===== src/rtl/seq_detect_param.sv =====
// Parametrised serial-pattern detector with KMP-style prefix tracking, match pulse/stretch and counter.
// Optional runtime pattern load is enabled by defining SEQ_DETECT_PATTERN_LOAD_EN.
module seq_detect_param #(
    parameter int unsigned      PAT_W   = 7,
    parameter logic [PAT_W-1:0] PATTERN = 7'b1100111,
    parameter bit               OVERLAP = 1'b1,
    parameter int unsigned      HIST_W  = 10,
    parameter int unsigned      CNT_W   = 8,
    parameter int unsigned      STRETCH = 25000000
) (
    input  logic                       CLOCK_50,
    input  logic                       KEY0,
`ifdef SEQ_DETECT_PATTERN_LOAD_EN
    input  logic                       pat_load,
    input  logic [PAT_W-1:0]           pat_in,
`endif
    input  logic                       bit_in,
    input  logic                       bit_valid,
    input  logic                       clr,
    output logic                       match,
    output logic                       match_led,
    output logic [$clog2(PAT_W+1)-1:0] progress,
    output logic [HIST_W-1:0]          history,
    output logic [CNT_W-1:0]           match_count
);

    localparam int unsigned PROG_W = $clog2(PAT_W + 1);
    localparam int unsigned TMR_W  = $clog2(STRETCH + 1);
    localparam logic [TMR_W-1:0]  TMR_LOAD = TMR_W'(STRETCH);
    localparam logic [PROG_W-1:0] FULL     = PROG_W'(PAT_W);

    logic [PAT_W-1:0]  pat;
    logic [PAT_W-1:0]  window, window_shift, window_next;
    logic [PROG_W-1:0] vcnt, vcnt_shift, vcnt_next;
    logic [PROG_W-1:0] k_next, progress_next;
    logic [HIST_W-1:0] history_next;
    logic [CNT_W-1:0]  count_next;
    logic [TMR_W-1:0]  timer, timer_next;
    logic              match_next;
    logic              hit;

`ifdef SEQ_DETECT_PATTERN_LOAD_EN
    always_ff @(posedge CLOCK_50 or negedge KEY0) begin
        if (!KEY0)
            pat <= PATTERN;
        else if (!clr && pat_load)
            pat <= pat_in;
    end
`else
    assign pat = PATTERN;
`endif

    // Longest k <= vcnt whose newest k window bits equal the first k pattern bits;
    // ascending scan so the last hit is the largest.
    always_comb begin
        window_shift = {window[PAT_W-2:0], bit_in};
        vcnt_shift   = (vcnt == FULL) ? FULL : vcnt + 1'b1;
        k_next       = '0;
        hit          = 1'b0;
        for (int unsigned k = 1; k <= PAT_W; k++) begin
            hit = (PROG_W'(k) <= vcnt_shift);
            for (int unsigned i = 0; i < k; i++) begin
                if (window_shift[i] != pat[PAT_W - k + i])
                    hit = 1'b0;
            end
            if (hit)
                k_next = PROG_W'(k);
        end
    end

    always_comb begin
        window_next   = window;
        vcnt_next     = vcnt;
        progress_next = progress;
        history_next  = history;
        count_next    = match_count;
        match_next    = 1'b0;
        timer_next    = (timer != '0) ? timer - 1'b1 : '0;

        if (clr) begin
            vcnt_next     = '0;
            progress_next = '0;
            history_next  = '0;
            count_next    = '0;
        end
`ifdef SEQ_DETECT_PATTERN_LOAD_EN
        else if (pat_load) begin
            vcnt_next     = '0;
            progress_next = '0;
        end
`endif
        else if (bit_valid) begin
            window_next   = window_shift;
            vcnt_next     = vcnt_shift;
            progress_next = k_next;
            history_next  = {history[HIST_W-2:0], bit_in};
            if (k_next == FULL) begin
                match_next = 1'b1;
                timer_next = TMR_LOAD;
                if (match_count != '1)
                    count_next = match_count + 1'b1;
                if (!OVERLAP)
                    vcnt_next = '0;
            end
        end
    end

    always_ff @(posedge CLOCK_50 or negedge KEY0) begin
        if (!KEY0) begin
            window      <= '0;
            vcnt        <= '0;
            progress    <= '0;
            history     <= '0;
            match_count <= '0;
            match       <= 1'b0;
            timer       <= '0;
            match_led   <= 1'b0;
        end else begin
            window      <= window_next;
            vcnt        <= vcnt_next;
            progress    <= progress_next;
            history     <= history_next;
            match_count <= count_next;
            match       <= match_next;
            timer       <= timer_next;
            match_led   <= (timer_next != '0);
        end
    end

endmodule


===== config.mk =====
export PLATFORM = sky130hd
export DESIGN_NAME = seq_detect_param
export DESIGN_NICKNAME = d
export VERILOG_FILES = /design/src/rtl/seq_detect_param.sv
export SDC_FILE = /design/constraint.sdc
export NUM_CORES = 1
export LEC_CHECK = 0
export ABC_CLOCK_PERIOD_IN_PS = 3400
export BUFFER_PORTS_ARGS = -buffer_cell sky130_fd_sc_hd__clkbuf_2
export CAP_MARGIN = 10
export CORE_AREA = 2 2 74 76
export DETAILED_ROUTE_END_ITERATION = 7
export DIE_AREA = 0 0 76 78
export PLACE_DENSITY = 0.77
export RECOVER_POWER = 100
export SLEW_MARGIN = 20
export SYNTH_ARGS = -nofsm -noshare
export SYNTH_HDL_FRONTEND = slang
export SYNTH_SLANG_ARGS = --single-unit

===== constraint.sdc =====
create_clock -name CLOCK_50 -period 3.4 [get_ports CLOCK_50]
set_clock_uncertainty 0.2 [all_clocks]
set_input_delay 0.68 -clock CLOCK_50 [delete_from_list [all_inputs] [get_ports CLOCK_50]]
set_output_delay 0.68 -clock CLOCK_50 [all_outputs]
set_load 0.02 [all_outputs]

==> results summary, run 1 <==
The per-cell via count in the routed design is 5.52. Data on the critical path is required at its endpoint by 3420 ps. The cell taking the most area after synthesis is dfrtp_1. The kind of launch point of the worst setup path is a primary input. The gate count after technology mapping came out at 288. In this run the power density over the cells is 504 nW/um^2.

The final net count came out at 329. The setup total negative slack is 0 ps. The number of failing setup endpoints in the final timing report came out at 0. The sequential fraction of the synthesis area is 49.5%. The TritonCTS clock tree is done. The global-route usage over all layers came out at 20.4%. The detailed-route via count is 2184. The met3 track utilization from global routing came out at 3.49%.

The signed area change from the synthesized netlist to the final layout is 12.5%. The wire length of the first global-routing pass is 9640 microns. The tree built by TritonCTS fans out to 57 sinks. During I/O placement, the number of pins put on the boundary was 28. The total number of yosys warnings came out at 0.

The top cell type's share of synthesized area came out at 49.5%. The via count of the first global-routing pass is 2127. The floorplan step set the die height to 78 microns. After synthesis the netlist holds a flip-flop and latch count of 57. The number of maximum-capacitance violations came out at 0. In this run, synthesis inferred 0 flip-flops with an integrated enable. In this run the register-to-register setup slack is 660 ps. Ranked by total cell area, the synthesized netlist is headed by dfrtp_1, nor2_1, xnor2_1.

The fraction of synthesis flops using an asynchronous set or reset pin came out at 100%. The maximum vdd ir drop came out at 0.310 mV. The count of different cell masters after synthesis came out at 48.

Once placement completed, the tool counted placed cells totaling 379. The predominant post-synthesis flop cell is dfrtp_1. The die is 76 microns wide. The minimum period implied by the final worst setup slack is 2760 ps. The clock buffer count from CTS came out at 9. The worst setup path is captured at a register. The kind of critical path is primary input to register.

Dividing the detail-routed wire length by the instance count gives 14.0 microns. The clock insertion delay at the later pin of the skew report came out at 330 ps. The total count of hold-check failures in the final report came out at 0. The actual transition at the worst max-transition pin came out at 1040 ps. The pin count of the biggest net entering global routing came out at 31.

The area of the die is 5930 sq um. The number of max-slew violations in the final report is 0. For this run, the top clock speed supported by timing is 0.362 GHz. After global routing, the most crowded layer is met2. Among all cell types in the netlist, the one instantiated most often is dfrtp_1. The period utilization came out at 81.3%. The highest net fanout along the worst path came out at 25. Measured against its own limit, the worst slew margin works out to 30.8%. Port buffering added 27 buffers.

The core box area is 5040 sq um. The H-tree depth reported by CTS came out at 3. The number of nets in the synthesized netlist is 296. The remaining antenna violation count came out at 0. After floorplanning, the core was divided into 26 placement rows. Sorting the synthesized cells by how often they occur yields dfrtp_1, nor2_1, nand2_1. Setup repair after global routing left no endpoint under its margin. Dividing the synthesized area by the synthesized cell count gives 10.0 sq um. Leaving out filler cells and counting taps, the final layout contains 396. The fraction of met2 tracks used by global routing came out at 33.5%. The post-route netlist has 10.1% of its cells at a drive strength greater than 1. Routability-driven placement finished with a final weighted congestion of 0.831.

The clock slew at the register clock pins of the worst setup and hold paths came out at 70 ps. The maximum clock path buffer count came out at 2. The final layout contains routed wiring with a total length of 5530 microns.

For the worst setup path, the data arrival time is 2780 ps. The iteration-0 DRC count of the detailed router is 128. The total iterations of the first detailed-routing run is 4. After layout, the design draws a total of 0.00164 W. The leakage power figure came out at 1.33 nW. The flow ran to the end, and the final reports show no timing, DRC or antenna violations.

For this run, design rule violations remaining after detail routing come to 0. The post-synthesis instance area is 2880 sq um. The met1 layer usage reported by global route came out at 26.7%. The count of antenna diodes in the layout is 0. The worst hold path belongs to the class register to register. The number of antenna violations at the first check in global routing is 0. The starting density of the core came out at 57.1%. The cell sitting at the root of the clock tree is a clkbuf_8. Detailed placement finished with a half-perimeter wire length of 3830 microns. The global route total overflow came out at 0.
cell usage in the layout (no fill, tap or decap), types with 3 or more instances in the layout:
cell type / count
inv_1: 5
nor2b_1: 4
clkbuf_1: 29
nand2_1: 24
nor4_1: 7
mux2_2: 6
clkbuf_8: 10
nor2_1: 47
nor3_1: 9
dfrtp_1: 57
xor2_1: 11
mux2i_1: 13
o21ai_0: 10
clkinvlp_4: 4
nand3_1: 7
ha_1: 3
xnor2_1: 15
nand4_1: 4
a211oi_1: 3
a21oi_1: 10
or4_1: 3
layout make-up:
class,count,area (sq um)
clock inverters,6,43.8
multi-input cells,214,1390
fillers,434,1800
well taps,70,87.6
clock buffers,10,138
inverters,5,18.8
repair buffers,34,144
flip-flops and latches,57,1430
critical path: stages:
cell      delay [ps]
clkbuf_1         750
nor2b_1          100
clkbuf_1         230
nand2_1          260
buf_4            220
and2_0           160
o211ai_1         100
a211o_1          280
what timing repair did:
item	in CTS	in global routing
buffers inserted	0	0
hold buffers	1	0
endpoints found under the hold margin	5	0
resized for setup	0	0
power by group:
group	switching (W)	internal, W	total, W
combinational	0.000113	0.000112	0.000225
clock	0.000284	0.000283	0.000567
sequential	0.0000984	0.000746	0.000844
total	0.000495	0.00114	0.00164
sequential cells by signal, summed over array words and instances (netlist names):
name and flops:
history 10, match 1, match_count 8, match_led 1
progress 3, timer 25, vcnt 3, window 6
cells by family after synthesis:
family	after synthesis	synth area share (%)
AO/OA/AOI/OAI	36	7.73
XOR/XNOR	26	7.90
adder cells (fa/ha/maj)	4	1.65
buffers and inverters	17	2.43
flip-flops	57	49.5
multiplexers	19	6.86
AND/OR/NAND/NOR	129	23.9
worst paths after layout:
path | start | end | cells after the start
worst max-delay path | clr | match_led$_DFF_PN0_ | 8
worst min-delay path | timer[0]$_DFF_PN0_ | timer[0]$_DFF_PN0_ | 1
worst max register to register | vcnt[0]$_DFFE_PN0P_ | match_led$_DFF_PN0_ | 9
worst min register to register | timer[0]$_DFF_PN0_ | timer[0]$_DFF_PN0_ | 1
max in group asynchronous | KEY0 | match_count[4]$_DFFE_PN0P_ | 3
min in group asynchronous | KEY0 | history[3]$_DFFE_PN0P_ | 2
per-stage QoR:
step                      util, %  hold WS (ps)  setup WS (ps)  instance area (sq um)
final                        64.3           288            637                   3240
after global routing         64.3           319            362                   3240
after CTS                    65.2           287            682                   3290
after detailed placement     61.4           279            684                   3100
after global placement       61.4           264            705                   3100
after floorplan                 -           184            974                   2880
routing by layer:
metal	vias to the layer above	wire, microns
met5	-	0
met4	0	81
met3	7	189
met2	41	2650
met1	1056	2610
li1	1080	-
Note: power is estimated with default switching activity, not from simulation.
==> run 2: changes to the inputs <==
--- a/config.mk
+++ b/config.mk
@@ -5,13 +5,14 @@
 export SDC_FILE = /design/constraint.sdc
 export NUM_CORES = 1
 export LEC_CHECK = 0
-export ABC_CLOCK_PERIOD_IN_PS = 3400
+export ABC_AREA = 1
+export ABC_CLOCK_PERIOD_IN_PS = 2300
 export BUFFER_PORTS_ARGS = -buffer_cell sky130_fd_sc_hd__clkbuf_2
 export CAP_MARGIN = 10
-export CORE_AREA = 2 2 74 76
+export CORE_AREA = 2 2 81 83
 export DETAILED_ROUTE_END_ITERATION = 7
-export DIE_AREA = 0 0 76 78
-export PLACE_DENSITY = 0.77
+export DIE_AREA = 0 0 83 85
+export PLACE_DENSITY = 0.74
 export RECOVER_POWER = 100
 export SLEW_MARGIN = 20
 export SYNTH_ARGS = -nofsm -noshare
==> constraint.sdc (replaced) <==
create_clock -name CLOCK_50 -period 2.3 [get_ports CLOCK_50]
set_clock_uncertainty 0.2 [all_clocks]
set_input_delay 0.46 -clock CLOCK_50 [delete_from_list [all_inputs] [get_ports CLOCK_50]]
set_output_delay 0.46 -clock CLOCK_50 [all_outputs]
set_load 0.02 [all_outputs]
==> results summary, run 2 <==
The number of cells in the finished layout apart from fillers came out at 530 (was 396). The total instance count after detailed placement is 506 (was 379). The number of flops mapped to enable cells by yosys came to 0 (unchanged).

The total wirelength of the detailed-routed design was 7330 microns (was 5530 microns). The TritonCTS clock tree is done (unchanged). The switching share of power came to 28.4% (was 30.3%). The clock net sink count is 57 (unchanged).

The cell at the root of the clock tree is clkbuf_8 (unchanged). The per-cell via count in the routed design came out at 5.26 (was 5.52). The relative slew slack is 47.7% (was 30.8%). The wire length per cell came out at 13.8 microns (was 14.0 microns).

Result of the run: finished clean (unchanged). The H-tree depth reported by CTS is 3 (unchanged). The maximum vdd ir drop is 0.511 mV (was 0.310 mV).

The top register by number of flip-flops was timer (unchanged). The number of fill cells is 531 (was 434). The clock insertion delay at the later pin of the skew report is 330 ps (about the same). The power share of the sequential group came out at 49.8% (was 51.6%).

The global-route usage over all layers is 22.1% (was 20.4%). The power per unit of standard cell area is 617 nW/um^2 (was 504 nW/um^2). The overall die height is 85 microns (was 78 microns). The number of antenna violations at the first check in global routing was 0 (unchanged). The standard cell area after detailed placement is 3480 sq um (was 3100 sq um).

The final net count came out at 457 (was 329). The number of placement rows is 29 (was 26). Biggest regs: timer: 25 flops, history: 10 flops, match_count: 8 flops (unchanged).

The clock buffer count from CTS came out at 9 (unchanged). The capturing element type of the critical path is a register (unchanged). The kind of launch point of the worst setup path is a register (was primary input).

The worst path uses 95.0% of the clock period. Setup repair after global routing missed its margin: yes (was no). Top post-synthesis cells by count: nand2_1, inv_1, dfrtp_1 (was dfrtp_1, nor2_1, nand2_1). The required arrival time at the worst endpoint is 2310 ps (was 3420 ps). The most frequent cell after synthesis is nand2_1 (was dfrtp_1). The number of flip-flops under the largest register name was 25 (unchanged). The internal power was 0.00165 W (was 0.00114 W). The area of all placed cells without fillers was 3720 sq um (was 3240 sq um). The global route total overflow came out at 0 (unchanged). The global placer's final weighted congestion came to 0.951 (was 0.831). The post-DP HPWL came out at 5290 microns (was 3830 microns). The iteration-0 DRC count of the detailed router is 172 (was 128). The most frequent standard cell in the layout excluding fill and tap cells is nand2_1 (was dfrtp_1). The core box area came out at 6200 sq um (was 5040 sq um). The highest net fanout along the worst path came to 11 (was 25). The minimum period implied by the final worst setup slack came out at 2190 ps. The via count of the first global-routing pass came to 2817 (was 2127). The number of failing setup endpoints in the final timing report came out at 0 (unchanged). The quantity of I/O buffers inserted on ports came out at 27 (unchanged). The wire length of the first global-routing pass was 12500 microns (was 9640 microns). The pin count of the biggest net entering global routing was 58 (was 31). The total count of hold-check failures in the final report is 0 (unchanged). The predominant post-synthesis flop cell was dfrtp_1 (unchanged). The synthesis-stage register bit count came out at 57 (unchanged). The sequential fraction of the synthesis area came to 44.4% (was 49.5%). The highest achievable clock rate is 0.457 GHz. The count of antenna diodes in the layout came out at 0 (unchanged). The leakage power figure came out at 1.72 nW (was 1.33 nW). Most frequent cells in the layout: nand2_1, inv_1, dfrtp_1, nor2_1, nand3_1 (was dfrtp_1, nor2_1, clkbuf_1, nand2_1, xnor2_1). The actual transition at the worst max-transition pin came out at 784 ps (was 1040 ps). The combinational power share came out at 13.4% (was 13.7%). The remaining antenna violation count is 0 (unchanged). The kind of critical path was register to register (was primary input to register). The proportion of layout cells with a drive suffix above 1 is 17.2% (was 10.1%).

The total DRC errors in the routed layout came out at 0 (unchanged). The total iterations of the first detailed-routing run was 4 (unchanged). The cell taking the most area after synthesis is dfrtp_1 (unchanged). The width of the die is 83 microns (was 76 microns). The utilization after layout came out at 60.0% (was 64.3%). The setup total negative slack came out at 0 ps (unchanged). The maximum clock path buffer count is 2 (unchanged). The area of the die is 7060 sq um (was 5930 sq um). The total power of the final layout came out at 0.00230 W (was 0.00164 W). The gate count after technology mapping came out at 399 (was 288). The detailed-route via count came out at 2789 (was 2184). The total number of yosys warnings came to 0 (unchanged). The arrival time at the worst endpoint came out at 2200 ps (was 2780 ps).

The post-synthesis instance area came out at 3210 sq um (was 2880 sq um). The signed area change from the synthesized netlist to the final layout is 16.0% (was 12.5%). Most area-consuming cells after synthesis: dfrtp_1, nand2_1, inv_1 (was dfrtp_1, nor2_1, xnor2_1). The post-synthesis area per instance is 8.05 sq um (was 10.0 sq um). The number of max-slew violations in the final report is 0 (unchanged). The clock network power share came out at 36.8% (was 34.7%). The starting density of the core came out at 51.7% (was 57.1%). The top cell type's share of synthesized area was 44.4% (was 49.5%). The I/O pin total was 28 (unchanged). The switching power of the nets came out at 0.000653 W (was 0.000495 W).

The count of different cell masters after synthesis is 43 (was 48). The number of maximum-capacitance violations came out at 0 (unchanged). The clock slew at the register clock pins of the worst setup and hold paths is 60 ps (was 70 ps). The net count after synthesis is 407 (was 296). The fraction of synthesis flops using an asynchronous set or reset pin is 100% (unchanged). The type of the tightest min-delay check was register to register (unchanged).
[run 2: critical path, stage by stage, from the launching register on]
cell	delay [ps]
dfrtp_1	410
ha_2	320
a21oi_4	230
nor2_8	90
nand3_2	130
buf_4	200
nand2_1	110
nor2_1	120
nand3_1	90
nor2_1	100
nand3_1	80
[run 2: kinds of logic (layout without fill, tap and decap cells)]
kind of cell	Yosys count	count (layout)	synth area share (%)
simple gates	207	208	33.2
fa+ha+maj	3	3	1.17
xor+xnor	10	10	2.73
buf+inv	73	126	8.96
compound gates	49	49	9.47
flops	57	57	44.4
[run 2: power by group through the flow]
stage | Clock, W | Sequential [W] | Combinational (W)
detailed placement | 0 | 0.00116 | 0.000298
global placement | 0 | 0.00116 | 0.000294
finish | 0.000846 | 0.00114 | 0.000309
CTS | 0.000875 | 0.00114 | 0.000301
floorplan | 0 | 0.00116 | 0.000198
global route | 0.000920 | 0.00115 | 0.000355
[run 2: repair_timing]
item | in CTS | in global routing
buffers inserted | 0 | 7
endpoints found under the hold margin | 57 | 0
hold buffers | 1 | 0
resized for setup | 0 | 11
endpoints found under the setup margin | 0 | 3
[run 2: metrics by stage]
stage          setup WS, ps  hold slack [ps]
2_1_floorplan           243            -35.6
3_3_place_gp            162              210
3_5_place_dp           49.5              214
4_1_cts                37.5              224
5_1_grt               -41.4              260
6_report                114              248
[run 2: per-layer routing]
layer | global-route usage [%] | routed length (microns) | vias up
met1 | 28.1 | 3260 | 1313
met2 | 35.7 | 3530 | 66
met4 | 11.2 | 280 | 0
met5 | 0 | 0 | -
li1 | - | - | 1383
met3 | 4.96 | 257 | 27
[run 2: cell type report]
type	count	area, sq um	share of cell area, %
flip-flops and latches	57	1430	38.3
clock buffers	13	169	4.54
repair buffers	43	221	5.95
multi-input cells	270	1540	41.4
clock inverters	2	12.5	0.336
well taps	77	96.3	2.59
inverters	68	255	6.85
[run 2: path summary, 6_finish.rpt]
path / startpoint / end / slack (ps) / cells after the start
worst max register to register: vcnt[0]$_DFFE_PN0P_ / match_led$_DFF_PN0_ / 110 / 10
min in group asynchronous: KEY0 / timer[6]$_DFF_PN0_ / 650 / 3
max in group asynchronous: KEY0 / progress[0]$_DFFE_PN0P_ / 720 / 3
worst min-delay path: timer[0]$_DFF_PN0_ / timer[0]$_DFF_PN0_ / 250 / 1
worst max-delay path: vcnt[0]$_DFFE_PN0P_ / match_led$_DFF_PN0_ / 110 / 10
worst min register to register: timer[0]$_DFF_PN0_ / timer[0]$_DFF_PN0_ / 250 / 1
